## src/rtl/alu_seq_ctrl.sv

```systemverilog
// Command sequencer around a 4-slice bit-sliced ALU: single-pass ops in EXEC,
// MUL as an alternating add/shift loop reusing the same slices.
module alu_seq_ctrl #(
  parameter int WIDTH = 4
) (
  input  logic               clk,
  input  logic               reset,
  input  logic               cmd_valid,
  output logic               cmd_ready,
  input  logic [2:0]         cmd_op,
  input  logic [WIDTH-1:0]   cmd_a,
  input  logic [WIDTH-1:0]   cmd_b,
  output logic               res_valid,
  input  logic               res_ready,
  output logic [2*WIDTH-1:0] res_data,
  output logic               res_cout,
  output logic               busy
);

  localparam int CW = (WIDTH > 1) ? $clog2(WIDTH) : 1;
  localparam logic [CW-1:0] CNT_LAST = CW'(WIDTH - 1);

  localparam logic [2:0] OP_ADD = 3'b000;
  localparam logic [2:0] OP_SUB = 3'b001;
  localparam logic [2:0] OP_AND = 3'b010;
  localparam logic [2:0] OP_OR  = 3'b011;
  localparam logic [2:0] OP_XOR = 3'b100;
  localparam logic [2:0] OP_SHL = 3'b101;
  localparam logic [2:0] OP_SHR = 3'b110;
  localparam logic [2:0] OP_MUL = 3'b111;

  // Slice select lines s3..s0: s3:s2 = group, s1:s0 = function within group.
  typedef enum logic [3:0] {
    FN_ADD  = 4'b0000,
    FN_SUB  = 4'b0001,
    FN_AND  = 4'b0100,
    FN_OR   = 4'b0101,
    FN_XOR  = 4'b0110,
    FN_SHL  = 4'b1000,
    FN_SHR  = 4'b1001,
    FN_PASS = 4'b1100
  } alu_fn_e;

  typedef enum logic [2:0] {
    ST_IDLE, ST_EXEC, ST_MUL_ADD, ST_MUL_SHIFT, ST_DONE
  } state_e;

  state_e               state_q, state_d;
  logic [2:0]           op_q, op_d;
  logic [WIDTH-1:0]     a_q, a_d;
  logic [WIDTH-1:0]     b_q, b_d;
  logic [WIDTH-1:0]     phi_q, phi_d;
  logic [WIDTH-1:0]     plo_q, plo_d;
  logic [CW-1:0]        cnt_q, cnt_d;
  logic                 carry_q, carry_d;
  logic [2*WIDTH-1:0]   res_data_q, res_data_d;
  logic                 res_cout_q, res_cout_d;

  alu_fn_e              alu_fn;
  logic [WIDTH-1:0]     alu_a, alu_b, alu_y;
  logic                 alu_cin, alu_shr_fill, alu_cout;
  logic [WIDTH:0]       carry_w;
  logic [WIDTH-1:0]     ail_w, air_w;

  assign carry_w[0] = alu_cin;

  genvar gi;
  generate
    for (gi = 0; gi < WIDTH; gi++) begin : g_slice
      logic b_eff;
      assign b_eff = alu_fn[0] & (alu_fn[3:2] == 2'b00) ? ~alu_b[gi] : alu_b[gi];
      if (gi == 0) begin : g_lsb
        assign ail_w[gi] = 1'b0;
      end else begin : g_mid_l
        assign ail_w[gi] = alu_a[gi-1];
      end
      if (gi == WIDTH - 1) begin : g_msb
        assign air_w[gi] = alu_shr_fill;
      end else begin : g_mid_r
        assign air_w[gi] = alu_a[gi+1];
      end
      assign carry_w[gi+1] = (alu_a[gi] & b_eff) | (alu_a[gi] & carry_w[gi])
                           | (b_eff & carry_w[gi]);
      always_comb begin
        unique case (alu_fn)
          FN_ADD, FN_SUB: alu_y[gi] = alu_a[gi] ^ b_eff ^ carry_w[gi];
          FN_AND:         alu_y[gi] = alu_a[gi] & alu_b[gi];
          FN_OR:          alu_y[gi] = alu_a[gi] | alu_b[gi];
          FN_XOR:         alu_y[gi] = alu_a[gi] ^ alu_b[gi];
          FN_SHL:         alu_y[gi] = ail_w[gi];
          FN_SHR:         alu_y[gi] = air_w[gi];
          default:        alu_y[gi] = alu_a[gi];
        endcase
      end
    end
  endgenerate

  always_comb begin
    unique case (alu_fn)
      FN_ADD, FN_SUB: alu_cout = carry_w[WIDTH];
      FN_SHL:         alu_cout = alu_a[WIDTH-1];
      FN_SHR:         alu_cout = alu_a[0];
      default:        alu_cout = 1'b0;
    endcase
  end

  always_comb begin
    state_d      = state_q;
    op_d         = op_q;
    a_d          = a_q;
    b_d          = b_q;
    phi_d        = phi_q;
    plo_d        = plo_q;
    cnt_d        = cnt_q;
    carry_d      = carry_q;
    res_data_d   = res_data_q;
    res_cout_d   = res_cout_q;
    alu_fn       = FN_PASS;
    alu_a        = a_q;
    alu_b        = b_q;
    alu_cin      = 1'b0;
    alu_shr_fill = 1'b0;

    unique case (state_q)
      ST_IDLE: begin
        if (cmd_valid) begin
          op_d    = cmd_op;
          a_d     = cmd_a;
          b_d     = cmd_b;
          phi_d   = '0;
          cnt_d   = '0;
          carry_d = 1'b0;
          if (cmd_op == OP_MUL) begin
            plo_d   = cmd_b;
            state_d = ST_MUL_ADD;
          end else begin
            plo_d   = '0;
            state_d = ST_EXEC;
          end
        end
      end
      ST_EXEC: begin
        unique case (op_q)
          OP_ADD:  alu_fn = FN_ADD;
          OP_SUB:  begin alu_fn = FN_SUB; alu_cin = 1'b1; end
          OP_AND:  alu_fn = FN_AND;
          OP_OR:   alu_fn = FN_OR;
          OP_XOR:  alu_fn = FN_XOR;
          OP_SHL:  alu_fn = FN_SHL;
          OP_SHR:  alu_fn = FN_SHR;
          default: alu_fn = FN_PASS;
        endcase
        res_data_d = {{WIDTH{1'b0}}, alu_y};
        res_cout_d = alu_cout;
        state_d    = ST_DONE;
      end
      ST_MUL_ADD: begin
        alu_a  = phi_q;
        alu_b  = a_q;
        alu_fn = plo_q[0] ? FN_ADD : FN_PASS;
        phi_d   = alu_y;
        carry_d = plo_q[0] & alu_cout;
        state_d = ST_MUL_SHIFT;
      end
      ST_MUL_SHIFT: begin
        // Carry from the add re-enters at the top; P_hi's LSB drops into P_lo.
        alu_a        = phi_q;
        alu_fn       = FN_SHR;
        alu_shr_fill = carry_q;
        phi_d        = alu_y;
        plo_d        = {phi_q[0], plo_q[WIDTH-1:1]};
        cnt_d        = cnt_q + 1'b1;
        if (cnt_q == CNT_LAST) begin
          res_data_d = {alu_y, phi_q[0], plo_q[WIDTH-1:1]};
          res_cout_d = 1'b0;
          state_d    = ST_DONE;
        end else begin
          state_d = ST_MUL_ADD;
        end
      end
      ST_DONE: begin
        if (res_ready) state_d = ST_IDLE;
      end
      default: state_d = ST_IDLE;
    endcase
  end

  always_ff @(posedge clk) begin
    if (reset) begin
      state_q    <= ST_IDLE;
      op_q       <= '0;
      a_q        <= '0;
      b_q        <= '0;
      phi_q      <= '0;
      plo_q      <= '0;
      cnt_q      <= '0;
      carry_q    <= 1'b0;
      res_data_q <= '0;
      res_cout_q <= 1'b0;
    end else begin
      state_q    <= state_d;
      op_q       <= op_d;
      a_q        <= a_d;
      b_q        <= b_d;
      phi_q      <= phi_d;
      plo_q      <= plo_d;
      cnt_q      <= cnt_d;
      carry_q    <= carry_d;
      res_data_q <= res_data_d;
      res_cout_q <= res_cout_d;
    end
  end

  assign cmd_ready = (state_q == ST_IDLE);
  assign busy      = (state_q != ST_IDLE);
  assign res_valid = (state_q == ST_DONE);
  assign res_data  = res_data_q;
  assign res_cout  = res_cout_q;

endmodule
```

## config.mk

```make
export PLATFORM = sky130hd
export DESIGN_NAME = alu_seq_ctrl
export DESIGN_NICKNAME = d
export VERILOG_FILES = /design/src/rtl/alu_seq_ctrl.sv
export SDC_FILE = /design/constraint.sdc
export NUM_CORES = 1
export LEC_CHECK = 0
export CORE_ASPECT_RATIO = 0.5
export CORE_UTILIZATION = 35
export CTS_CLUSTER_DIAMETER = 50
export DETAILED_ROUTE_END_ITERATION = 16
export PLACE_DENSITY_LB_ADDON = 0.08
export SYNTH_ARGS = -nofsm -noshare
export SYNTH_HDL_FRONTEND = slang
export SYNTH_SLANG_ARGS = --single-unit
```

## constraint.sdc

```tcl
create_clock -name clk -period 5.3 [get_ports clk]
set_input_delay 1.06 -clock clk [delete_from_list [all_inputs] [get_ports clk]]
set_output_delay 1.06 -clock clk [all_outputs]
set_load 0.02 [all_outputs]
```

Word level (Yosys, flattened, before mapping)
Cells that the tools add are included.
Storage, ports and cells
  word-level logic and storage cells: 130
  memories kept: 0
  ROM bits: 0
  bits of input ports: 15
  latch bits: 0
  flip-flop bits (word level): 34
  memory bits (writable): 0
  output and inout bits: 12
Cells by class
  div/mod/pow operators: 0
  eq/ne operators: 21
  shift-type cells: 0
  mux-type cells: 35
  $lt $le $gt $ge: 0
  $add $sub $neg: 1
  bitwise operators: 46
  multipliers: 0
  reductions and logical operators: 17
Operators with widths (count)
  $pmux W4 S7: 1
  $mux W4: 6
  $pmux W1 S6: 4
  $and A1 B1 Y1: 18
  $pmux W4 S2: 2
  $pmux W8 S2: 1
  $eq A3 B3 Y1 const B: 5
  $pmux W3 S5: 1
  $eq A3 B2 Y1 const B: 4
  $eq A4 B3 Y1 const B: 3
  $or A1 B1 Y1: 12
  $pmux W4 S3: 1
  $reduce_and A2 Y1: 6
  $xor A1 B1 Y1: 12
  $mux W1: 9
  $mux W3: 3
  $eq A4 B4 Y1 const B: 2
  $mux W8: 1
  $reduce_bool A2 Y1: 4
  $eq A3 B1 Y1 const B: 2
  $logic_not A3 Y1: 2
  $eq A4 B1 Y1 const B: 1
  $logic_not A4 Y1: 1
  $mux W2: 2
  other kinds (11): 17

Logic depth before layout (Yosys ltp)
Gate-level depths: netlist of run 1.
  depth in word-level cells: 21
  gate-level depth with buffers: 15
  gate-level depth less buffers: 13

Worst setup path after synthesis of run 1
No wires, ideal clock.
  path type: flip-flop to flip-flop
  start point: reg state_q[1]
  end point: reg res_data_q[7], in the netlist res_data[7]
  buffers on the path: 2
  period minus slack after synthesis: 3894 ps
  setup slack: 1406 ps
  data required time: 5168 ps
  library setup time: 132 ps
  arrival: 3762 ps
  cell stages (with the launch flop): 15
  cells stage by stage: dfxtp_1 buf_4 clkbuf_1 nor3b_2 mux2i_1 xnor2_1 fa_1 inv_1 fa_1 fa_1 fa_1 o21a_1 a32o_1 o41ai_2 a21oi_1
On the way
  word-level cells in the longest chain between the ends: 18
  elaborated cells between the ends (all ways): 53
  those cells by class: eq/ne: 10; mux: 12; bitwise: 25; reduce/logical: 6
RTL lines
  from (decl): line 48  | state_e state_q, state_d;
  from (signal assigned): line 201  | state_q <= state_d;
  $eq A3 B2 Y1 / $eq A3 B1 Y1 (equally long branches): line 124  | unique case (state_q)
  $pmux W4 S3: line 124
  $logic_not A2 Y1: line 71  | assign b_eff = alu_fn[0] & (alu_fn[3:2] == 2'b00) ? ~alu_b[gi] : alu_b[gi];
  $and A1 B1 Y1: line 71
  $mux W1: line 71
  $and A1 B1 Y1: line 82  | assign carry_w[gi+1] = (alu_a[gi] & b_eff) | (alu_a[gi] & carry_w[gi])
  $or A1 B1 Y1: line 82
  $or A1 B1 Y1: line 83  | | (b_eff & carry_w[gi]);
  [2 not listed]
  $or A1 B1 Y1: line 83
  $and A1 B1 Y1: line 82
  $or A1 B1 Y1: line 82
  $or A1 B1 Y1: line 83
  $xor A1 B1 Y1: line 86  | FN_ADD, FN_SUB: alu_y[gi] = alu_a[gi] ^ b_eff ^ carry_w[gi];
  $pmux W1 S6: line 85  | unique case (alu_fn)
  $mux W8: line 173  | if (cnt_q == CNT_LAST) begin
  $pmux W8 S2: line 124
  to (signal assigned): line 209  | res_data_q <= res_data_d;
  to (decl): line 56  | logic [2*WIDTH-1:0] res_data_q, res_data_d;
Several ways; a longest one is shown, not always the timed one. The select of a mux whose other input is x is not followed.
A chain may end at the register's enable or synchronous reset.

Worst setup path in the final report of run 1
  start point: reg state_q[1]
  end point: reg phi_q[3]
On the way
  word-level cells in the longest chain between the ends: 17
  elaborated cells between the ends (all ways): 53
  those cells by class: eq/ne: 10; mux: 11; bitwise: 25; reduce/logical: 7
RTL lines
  $eq A3 B2 Y1 / $eq A3 B1 Y1 (equally long branches): line 124
  $pmux W4 S3: line 124
  $logic_not A2 Y1: line 71
  $and A1 B1 Y1: line 71
  $mux W1: line 71
  $and A1 B1 Y1: line 82
  $or A1 B1 Y1: line 82
  $or A1 B1 Y1: line 83
  $and A1 B1 Y1: line 82
  $or A1 B1 Y1: line 82
  $or A1 B1 Y1: line 83
  $and A1 B1 Y1: line 82
  $or A1 B1 Y1: line 82
  $or A1 B1 Y1: line 83
  $xor A1 B1 Y1: line 86
  $pmux W1 S6: line 85
  $pmux W4 S2: line 124
  to (signal assigned): line 205  | phi_q <= phi_d;
  to (decl): line 52  | logic [WIDTH-1:0] phi_q, phi_d;
Several ways; a longest one is shown, not always the timed one.

==> results of run 1 <==
==> area by class of cell <==
type	count	area, um^2	share of cell area, %
Tap cell	88	110	4.06
Timing Repair Buffer	30	290	10.7
Multi-Input combinational cell	219	1410	52.1
Clock inverter	1	30.0	1.11
Inverter	13	48.8	1.80
Clock buffer	6	139	5.12
Sequential cell	34	681	25.1
==> cell families after synthesis <==
kind of cell,Yosys count,share of synthesized area (%)
and+or+nand+nor,115,25.9
adders and majority gates,13,8.61
DFF,34,30.4
buffers and inverters,34,6.43
AOI/OAI and AO/OA,79,23.5
muxes,8,3.58
xor gates and xnor gates,4,1.57
==> worst max-delay path: cells and delay by family (launching register included) <==
kind,cells,cell delay (ns)
AO/OA/AOI/OAI,3,0.59
XOR/XNOR,1,0.29
adder cells (fa/ha/maj),4,1.50
buffers and inverters,2,0.29
flip-flops,1,0.41
AND/OR/NAND/NOR,3,1.07
==> per-stage QoR <==
stage	worst slack, ns	total power, mW	util, %	hold WS (ns)
after floorplan	1.41	0.420	-	0.436
after global placement	1.05	0.482	41.5	0.438
after detailed placement	1.11	0.481	41.5	0.447
after CTS	1.07	0.829	44.2	0.456
after global routing	0.767	0.866	44.2	0.467
final	0.998	0.824	44.2	0.454
==> sequential cells by signal, indices dropped and copies added, names as in the netlist <==
register	flops
res_data	8
a_q	4
b_q	4
phi_q	4
plo_q	4
op_q	3
state_q	3
cnt_q	2
carry_q	1
res_cout	1
==> cells in the final DEF (no fill, tap or decap), types with 4 or more instances in the layout <==
cell,count
buf_4,4
a221oi_1,4
nand3b_1,5
clkbuf_16,5
nor2_1,14
o21ai_0,13
mux2i_1,8
nand2b_1,7
nand2_1,49
nor3_1,7
nor2b_1,4
ha_1,9
fa_1,4
a21oi_1,32
and3_1,5
dfxtp_1,34
clkdlybuf4s50_1,26
nand3_1,8
inv_1,13
==> cells in the mapped netlist, drive strengths merged, types with 7 or more instances <==
cell type and number:
clkbuf 12, nand2b 7, dfxtp 34, nor3 8
mux2i 8, a21oi 32, nor2 14, buf 9
o21ai 13, nand2 49, ha 9, inv 13
nand3 8
==> report_power, final <==
part	total, mW	switching [mW]	internal (mW)
Combinational	0.185	0.112	0.0725
Clock	0.345	0.113	0.232
Sequential	0.295	0.0243	0.270
Total	0.824	0.249	0.575
==> metal layers <==
| metal | GRT usage (%) | vias up | wire length, um |
|---|---|---|---|
| li1 | - | 1051 | - |
| met1 | 34.9 | 1003 | 3660 |
| met2 | 28.5 | 62 | 2610 |
| met3 | 5.46 | 5 | 412 |
| met4 | 6.68 | 0 | 57 |
| met5 | 0 | - | 0 |
==> worst paths after layout <==
kind                                              start                    end  slack, ns  depth (start not counted)
worst min-delay path              res_cout$_SDFFE_PP0P_  res_cout$_SDFFE_PP0P_       0.45                          2
worst max-delay path            state_q[1]$_SDFFE_PP0P_  phi_q[3]$_SDFFE_PP0P_        1.0                         13
worst min register to register    res_cout$_SDFFE_PP0P_  res_cout$_SDFFE_PP0P_       0.45                          2
worst max register to register  state_q[1]$_SDFFE_PP0P_  phi_q[3]$_SDFFE_PP0P_        1.0                         13
==> flow_metrics.env, run 1 <==
export IMPL_ir_drop_uv=147
export IMPL_place_inst=384
export IMPL_yosysTopAreaCell="dfxtp_1"
export IMPL_synth_cell_types=52
export IMPL_ys_ff_latch=34
export IMPL_insertion_delay_ns=0.28
export IMPL_clockRootBuffer="clkbuf_16"
export IMPL_synthTopCellsByArea="dfxtp_1, nand2_1, a21oi_1"
export IMPL_ys_dominant_reg_cell="dfxtp_1"
export IMPL_htreeDepth=2
export IMPL_die_area_um2=6740
export IMPL_cts_sinks=34
export IMPL_crit_type="flop to flop"
export IMPL_initial_core_util_pct=36.5
export IMPL_p_leak_nw=1.01
export IMPL_grt_ovfl_total=0
export IMPL_first_pass_iters=4
export IMPL_yosys_warnings=0
export IMPL_worstMarginPinSlew_ns=0.760
export IMPL_die_x_um=115
export IMPL_synth_area_um2=2240
export IMPL_post_cts_buffers=0
export IMPL_slowest_delay_ns=0.49
export IMPL_synth_top_area_share_pct=30.4
export IMPL_nets=331
export IMPL_portBuffers=26
export IMPL_wl_per_cell_um=17.2
export IMPL_synth_avg_cell_area_um2=7.80
export IMPL_min_path_type="flop to flop"
export IMPL_rsz0062_at_grt="no"
export IMPL_place_congestion=0.900
export IMPL_critPathMostFrequentCell="fa_1"
export IMPL_ys_seq_area_share_pct=30.4
export IMPL_power_density_nw_per_um2=304
export IMPL_drt_iter0_markers=138
export IMPL_finalSetupViolCount=0
export IMPL_cts_tree="built"
export IMPL_antenna_diode_count=0
export IMPL_synthCells=287
export IMPL_cts_buffer_depth=2
export IMPL_worstPathArrival_ns=4.44
export IMPL_postSynth_asyncResetShare_pct=0
export IMPL_period_share_pct=81.2
export IMPL_finalHoldViolations=0
export IMPL_synth_fp_nets=315
export IMPL_postCtsHoldBufs=0
export IMPL_critPathSlowestCell="fa_1"
export IMPL_path_max_fanout=15
export IMPL_rows=20
export IMPL_core_area_um2=6130
export IMPL_cp_start_kind="flop"
export IMPL_relSlewSlack_pct=49.2
export IMPL_clkSlewWorstSetupHoldPaths_ns=0.06
export IMPL_grt_pass1_vias=1860
export IMPL_outcome="finished, final reports clean"
export IMPL_critPathRequiredTime_ns=5.44
export IMPL_final_area_um2=2710
export IMPL_slew_viol_final=0
export IMPL_synth_edf_count=0
export IMPL_grt_start_max_net_pins=25
export IMPL_clock_skew_ns=0.00721
export IMPL_hpwlAfterDp_mm=5.10
export IMPL_drtAntennaViolNets=0
export IMPL_fin_tns_setup_ns=0
export IMPL_drt_wl_total_mm=6.74
export IMPL_post_cts_resized=0
export IMPL_grt_usage_pct=22.1
export IMPL_area_growth_pct=21.2
export IMPL_max_cap_viol_count=0
export IMPL_fmax_mhz=232
export IMPL_period_needed_ns=4.30
export IMPL_pin_count=27
export IMPL_path_cells="buf_4, nor3b_1, nand3_1, xnor2_1, fa_1, inv_1, fa_1, fa_1, fa_1, o21a_1, a32o_1, nor4_2, a221oi_1"
export IMPL_place_area_um2=2540
export IMPL_avgViaCountPerCell=5.42
export IMPL_die_height_um=58.6
export IMPL_final_cells=391
export IMPL_antenna_found_initial=0
export IMPL_grt_pass1_wl_mm=10.8
export IMPL_drive_gt1_share_pct=6.60
export IMPL_final_fill_count=626
export IMPL_vias=2121
export IMPL_cts_made_buffers=5
export IMPL_drc=0
export IMPL_critPathCaptureType="flop"
No activity file was read; power rests on OpenSTA's default activity.
==> run 2, diff against run 1 <==
- clock period: 5.3 -> 3.5 ns (I/O delays scaled with it)
==> run 2 against run 1 <==
Net effect:
- routed wire length is 5.0% higher
- count of clock-buffer cells in the layout stayed put
- core utilization is 2.5 points higher
- combinational power is 81% higher
- critical endpoint unchanged
- largest cell class unchanged
- global-route usage is 0.91 points higher
- fmax is 26% higher
- worst hold slack worse by 0.0056 ns
==> flow_metrics.env, run 2 (same netlist as run 1, synthesis figures left out) <==
export IMPL_vias=2270
export IMPL_pin_count=27
export IMPL_insertion_delay_ns=0.27
export IMPL_die_height_um=58.6
export IMPL_hpwlAfterDp_mm=5.48
export IMPL_fmax_mhz=293
export IMPL_worstPathArrival_ns=3.52
export IMPL_p_leak_nw=1.08
export IMPL_grt_pass1_wl_mm=11.4
export IMPL_critPathBufInv=1
export IMPL_min_path_type="flop to flop"
export IMPL_drt_iter0_markers=224
export IMPL_htreeDepth=2
export IMPL_period_share_pct=97.6
export IMPL_worstHoldStart="res_data[7]$_SDFFE_PP0P_"
export IMPL_grt_pass1_vias=2083
export IMPL_largest_register_ffs=8
export IMPL_final_fill_count=632
export IMPL_mostFrequentLayoutCells="nand2_1, a21oi_1, dfxtp_1"
export IMPL_initial_core_util_pct=36.5
export IMPL_rr_startpoint="state_q[2]$_SDFFE_PP0P_"
export IMPL_wl_per_cell_um=17.4
export IMPL_drc=0
export IMPL_cts_sinks=34
export IMPL_place_worst_setup_slack_ns=0.0275
export IMPL_period_needed_ns=3.42
export IMPL_place_congestion=0.942
export IMPL_slew_viol_final=0
export IMPL_first_pass_iters=5
export IMPL_portBuffers=26
export IMPL_worstMarginPinSlew_ns=0.897
export IMPL_holdPathEnd="res_data[7]$_SDFFE_PP0P_"
export IMPL_critPathCaptureType="flop"
export IMPL_relSlewSlack_pct=40.0
export IMPL_multi_input_area_um2=1460
export IMPL_finalSetupViolCount=0
export IMPL_critPathRequiredTime_ns=3.60
export IMPL_avgViaCountPerCell=5.58
export IMPL_seq_area_um2=684
export IMPL_drive_gt1_share_pct=15.0
export IMPL_critPathSlowestCell="fa_1"
export IMPL_core_area_um2=6130
export IMPL_cpLargestDelayFamily="adder cells"
export IMPL_die_x_um=115
export IMPL_crit_type="flop to flop"
export IMPL_hold_depth=2
export IMPL_ff2ff_setup_slack_ns=0.08
export IMPL_antenna_diode_count=0
export IMPL_antenna_found_initial=0
export IMPL_worst_slack_ns=0.0840
export IMPL_outcome="finished, final reports clean"
export IMPL_cts_buffer_depth=2
export IMPL_rsz0062_at_grt="yes"
export IMPL_clock_skew_ns=0.00264
export IMPL_cts_tree="built"
export IMPL_finalHoldViolations=0
export IMPL_power_density_nw_per_um2=424
export IMPL_worstReg2RegEnd="phi_q[3]$_SDFFE_PP0P_"
export IMPL_clkSlewWorstSetupHoldPaths_ns=0.06
export IMPL_grt_ovfl_total=0
export IMPL_drtAntennaViolNets=0
export IMPL_reg2reg_depth=12
export IMPL_ir_drop_uv=173
export IMPL_slowest_delay_ns=0.48
export IMPL_grt_usage_pct=23.0
export IMPL_clockRootBuffer="clkbuf_16"
export IMPL_path_cells="nor3b_4, mux2i_2, xnor2_2, fa_2, inv_2, fa_2, fa_2, fa_1, o21a_1, a32o_2, nor4_4, a221oi_1"
export IMPL_cts_made_buffers=5
export IMPL_drt_wl_total_mm=7.08
export IMPL_final_util_pct=46.8
export IMPL_path_max_fanout=6
export IMPL_die_area_um2=6740
export IMPL_nets=346
export IMPL_critPathMostFrequentCell="fa_2"
export IMPL_area_growth_pct=28.1
export IMPL_postCtsHoldBufs=0
export IMPL_max_cap_viol_count=0
export IMPL_cp_start_kind="flop"
export IMPL_final_common_cell="nand2_1"
export IMPL_rows=20
export IMPL_grt_start_max_net_pins=25
[run 2: cell types whose count changed in the layout (fill, tap and decap cells not counted), sizes merged]
| cell | before | now |
|---|---|---|
| buf | 4 | 19 |
| clkinvlp | 0 | 1 |
| bufinv | 1 | 0 |
| clkinv | 0 | 1 |
[run 2: tightest hold or removal path: cells and delay by family, from the launching register on]
family	cells	cell delay, ns
AOI/OAI and AO/OA	1	0.05
and+or+nand+nor	1	0.05
DFF	1	0.31
[run 2: where the power goes]
group	internal (mW)	switching, mW
clock	0.281	0.163
combinational	0.137	0.198
sequential	0.410	0.0260
[run 2: metal layers]
layer | track usage [%] | share of wire [%] | vias to the layer above
li1 | - | - | 1088
met1 | 35.3 | 51 | 1106
met2 | 32.5 | 41 | 72
met3 | 4.74 | 7.7 | 4
met4 | 5.57 | 0.80 | 0
met5 | 0 | 0 | -
[run 2: area by class of cell]
cell class / count / share of cell area [%]
clock buffers: 6 / 4.85
clock inverters: 2 / 0.436
inverters: 13 / 1.70
multi-input cells: 219 / 50.8
flip-flops and latches: 34 / 23.9
well taps: 88 / 3.84
repair buffers: 45 / 14.5
[run 2: stage by stage]
step           total power [mW]  area (um^2)  hold WS (ns)  setup TNS, ns  std cells
2_1_floorplan             0.649         2290         0.436         -0.285        287
3_3_place_gp              0.766         2680         0.444              0        398
3_5_place_dp              0.768         2680         0.446              0        398
4_1_cts                    1.21         2830         0.453              0        406
5_1_grt                    1.28         2870         0.468         -0.224        407
6_report                   1.21         2870         0.449              0        407
[run 2: what timing repair did]
| item | in CTS | in global routing |
|---|---|---|
| endpoints found under the setup margin | 0 | 6 |
| gates resized for setup | 0 | 7 |
| setup buffers | 0 | 1 |
[run 2: worst max path at each step]
stage / from / endpoint / slack, ns / depth (start not counted)
3_5_place_dp: state_q[2]$_SDFFE_PP0P_ / phi_q[3]$_SDFFE_PP0P_ / 0.03 / 12
5_1_grt: state_q[1]$_SDFFE_PP0P_ / res_data[7]$_SDFFE_PP0P_ / -0.1 / 12
6_report: state_q[2]$_SDFFE_PP0P_ / phi_q[3]$_SDFFE_PP0P_ / 0.08 / 12
3_3_place_gp: state_q[2]$_SDFFE_PP0P_ / phi_q[3]$_SDFFE_PP0P_ / 0.08 / 12
4_1_cts: state_q[2]$_SDFFE_PP0P_ / phi_q[3]$_SDFFE_PP0P_ / 0.02 / 12
2_1_floorplan: state_q[0]$_SDFFE_PP0P_ / res_data[7]$_SDFFE_PP0P_ / -0.1 / 14
==> run 3, diff against run 2 <==
- SETUP_SLACK_MARGIN: unset -> 0.1
==> run 3 against run 2 <==
Net effect:
- worst setup slack worse by 0.0070 ns
- die area unchanged
- count of clock-buffer cells in the layout unchanged
- first-iteration DRC count down 4.9%
- core utilization up 0.20 points
- highest routed layer unchanged
==> flow_metrics.env, run 3 (same netlist as run 1, synthesis figures left out) <==
export IMPL_outcome="finished, final reports clean"
export IMPL_portBuffers=26
export IMPL_comb_power_share_pct=27.8
export IMPL_pwr_share_seq_pct=35.8
export IMPL_rsz0062_at_grt="yes"
export IMPL_avgViaCountPerCell=5.60
export IMPL_netSwitchingFraction_pct=31.9
export IMPL_pin_count=27
export IMPL_path_max_fanout=4
export IMPL_htreeDepth=2
export IMPL_place_area_um2=2680
export IMPL_drt_wl_total_mm=7.11
export IMPL_die_x_um=115
export IMPL_drc=0
export IMPL_antenna_diode_count=0
export IMPL_initial_core_util_pct=36.5
export IMPL_place_inst=398
export IMPL_place_worst_setup_slack_ns=0.0275
export IMPL_cts_made_buffers=5
export IMPL_vias=2278
export IMPL_grt_start_max_net_pins=25
export IMPL_final_common_cell="nand2_1"
export IMPL_grt_ovfl_total=0
export IMPL_finalSetupViolCount=0
export IMPL_drtAntennaViolNets=0
export IMPL_min_path_type="flop to flop"
export IMPL_final_area_um2=2880
export IMPL_die_area_um2=6740
export IMPL_final_fill_count=629
export IMPL_core_area_um2=6130
export IMPL_p_int_uw=830
export IMPL_power_density_nw_per_um2=423
export IMPL_final_util_pct=47.0
export IMPL_clkSlewWorstSetupHoldPaths_ns=0.06
export IMPL_worstMarginPinSlew_ns=0.908
export IMPL_first_pass_iters=4
export IMPL_grt_usage_pct=23.1
export IMPL_p_leak_nw=1.09
export IMPL_largest_register_ffs=8
export IMPL_clockRootBuffer="clkbuf_16"
export IMPL_drive_gt1_share_pct=15.0
export IMPL_cts_buffer_depth=2
export IMPL_drt_iter0_markers=213
export IMPL_slew_viol_final=0
export IMPL_fmax_mhz=292
export IMPL_grt_pass1_wl_mm=11.4
export IMPL_die_height_um=58.6
export IMPL_postCtsHoldBufs=0
export IMPL_ir_drop_uv=173
export IMPL_relSlewSlack_pct=39.3
export IMPL_clock_skew_ns=0.00334
export IMPL_fin_tns_setup_ns=0
export IMPL_critPathRequiredTime_ns=3.60
export IMPL_antenna_found_initial=0
export IMPL_cts_sinks=34
export IMPL_p_sw_uw=388
export IMPL_clkPwrFrac_pct=36.4
export IMPL_mostFrequentLayoutCells="nand2_1, a21oi_1, dfxtp_1"
export IMPL_period_needed_ns=3.42
export IMPL_period_share_pct=97.8
export IMPL_critPathCaptureType="flop"
export IMPL_place_congestion=0.942
export IMPL_finalHoldViolations=0
export IMPL_cts_tree="built"
export IMPL_nets=346
export IMPL_crit_type="flop to flop"
export IMPL_hpwlAfterDp_mm=5.48
export IMPL_grt_pass1_vias=2081
export IMPL_area_growth_pct=28.6
export IMPL_cp_start_kind="flop"
export IMPL_rows=20
export IMPL_worst_slack_ns=0.0770
export IMPL_worstPathArrival_ns=3.53
export IMPL_wl_per_cell_um=17.5
export IMPL_insertion_delay_ns=0.27
export IMPL_final_cells=407
export IMPL_max_cap_viol_count=0
run 3: cell count changes in the layout (fill, tap and decap cells not counted):
cell,previous run,this run
o21ai_0,12,11
o21ai_1,1,2
a2111oi_2,2,1
a2111oi_4,0,1
run 3: power by group through the flow:
stage | clock [mW] | combinational (mW) | sequential [mW]
after detailed placement | 0 | 0.325 | 0.443
after floorplan | 0 | 0.212 | 0.436
after CTS | 0.451 | 0.330 | 0.435
final | 0.444 | 0.338 | 0.436
after global routing | 0.472 | 0.369 | 0.438
after global placement | 0 | 0.323 | 0.443
run 3: per-layer routing:
layer / vias to the layer above / global-route usage (%) / share of wire (%)
met5: - / 0 / 0
met4: 0 / 5.57 / 0.80
met3: 4 / 4.74 / 8.2
met2: 90 / 32.8 / 41
met1: 1099 / 35.2 / 50
li1: 1085 / - / -
run 3: final timing paths:
path / start / endpoint / slack [ns] / cells past startpoint
hold reg to reg: res_data[7]$_SDFFE_PP0P_ / res_data[7]$_SDFFE_PP0P_ / 0.45 / 2
setup / recovery: state_q[1]$_SDFFE_PP0P_ / phi_q[3]$_SDFFE_PP0P_ / 0.08 / 12
hold / removal: res_data[7]$_SDFFE_PP0P_ / res_data[7]$_SDFFE_PP0P_ / 0.45 / 2
setup reg to reg: state_q[1]$_SDFFE_PP0P_ / phi_q[3]$_SDFFE_PP0P_ / 0.08 / 12
run 3: worst max-delay path, stage by stage, from the launching register on:
cell      delay [ns]
dfxtp_2         0.35
nor3b_4         0.22
mux2i_2         0.32
xnor2_2         0.16
fa_2            0.23
inv_2           0.04
fa_2            0.33
fa_2            0.34
fa_1            0.48
o21a_1          0.20
a32o_2          0.30
nor4_4          0.18
a221oi_1        0.11
run 3: final cells by class:
type	count	area [um^2]	share of cell area [%]
Timing Repair Buffer	45	415	14.4
Clock inverter	2	12.5	0.435
Clock buffer	6	139	4.82
Multi-Input combinational cell	219	1470	51.0
Sequential cell	34	684	23.8
Tap cell	88	110	3.82
Inverter	13	48.8	1.69
run 3: repair_timing:
item,4_1_cts,5_1_grt
resized for setup,3,6
gates cloned,0,0
endpoints found under the setup margin,3,6
setup buffers,1,0
pin swaps,1,0
run 3: through the flow:
stage	hold WS, ns	total power [mW]
finish	0.449	1.22
global route	0.468	1.28
CTS	0.453	1.22
detailed placement	0.446	0.768
global placement	0.444	0.766
floorplan	0.436	0.649
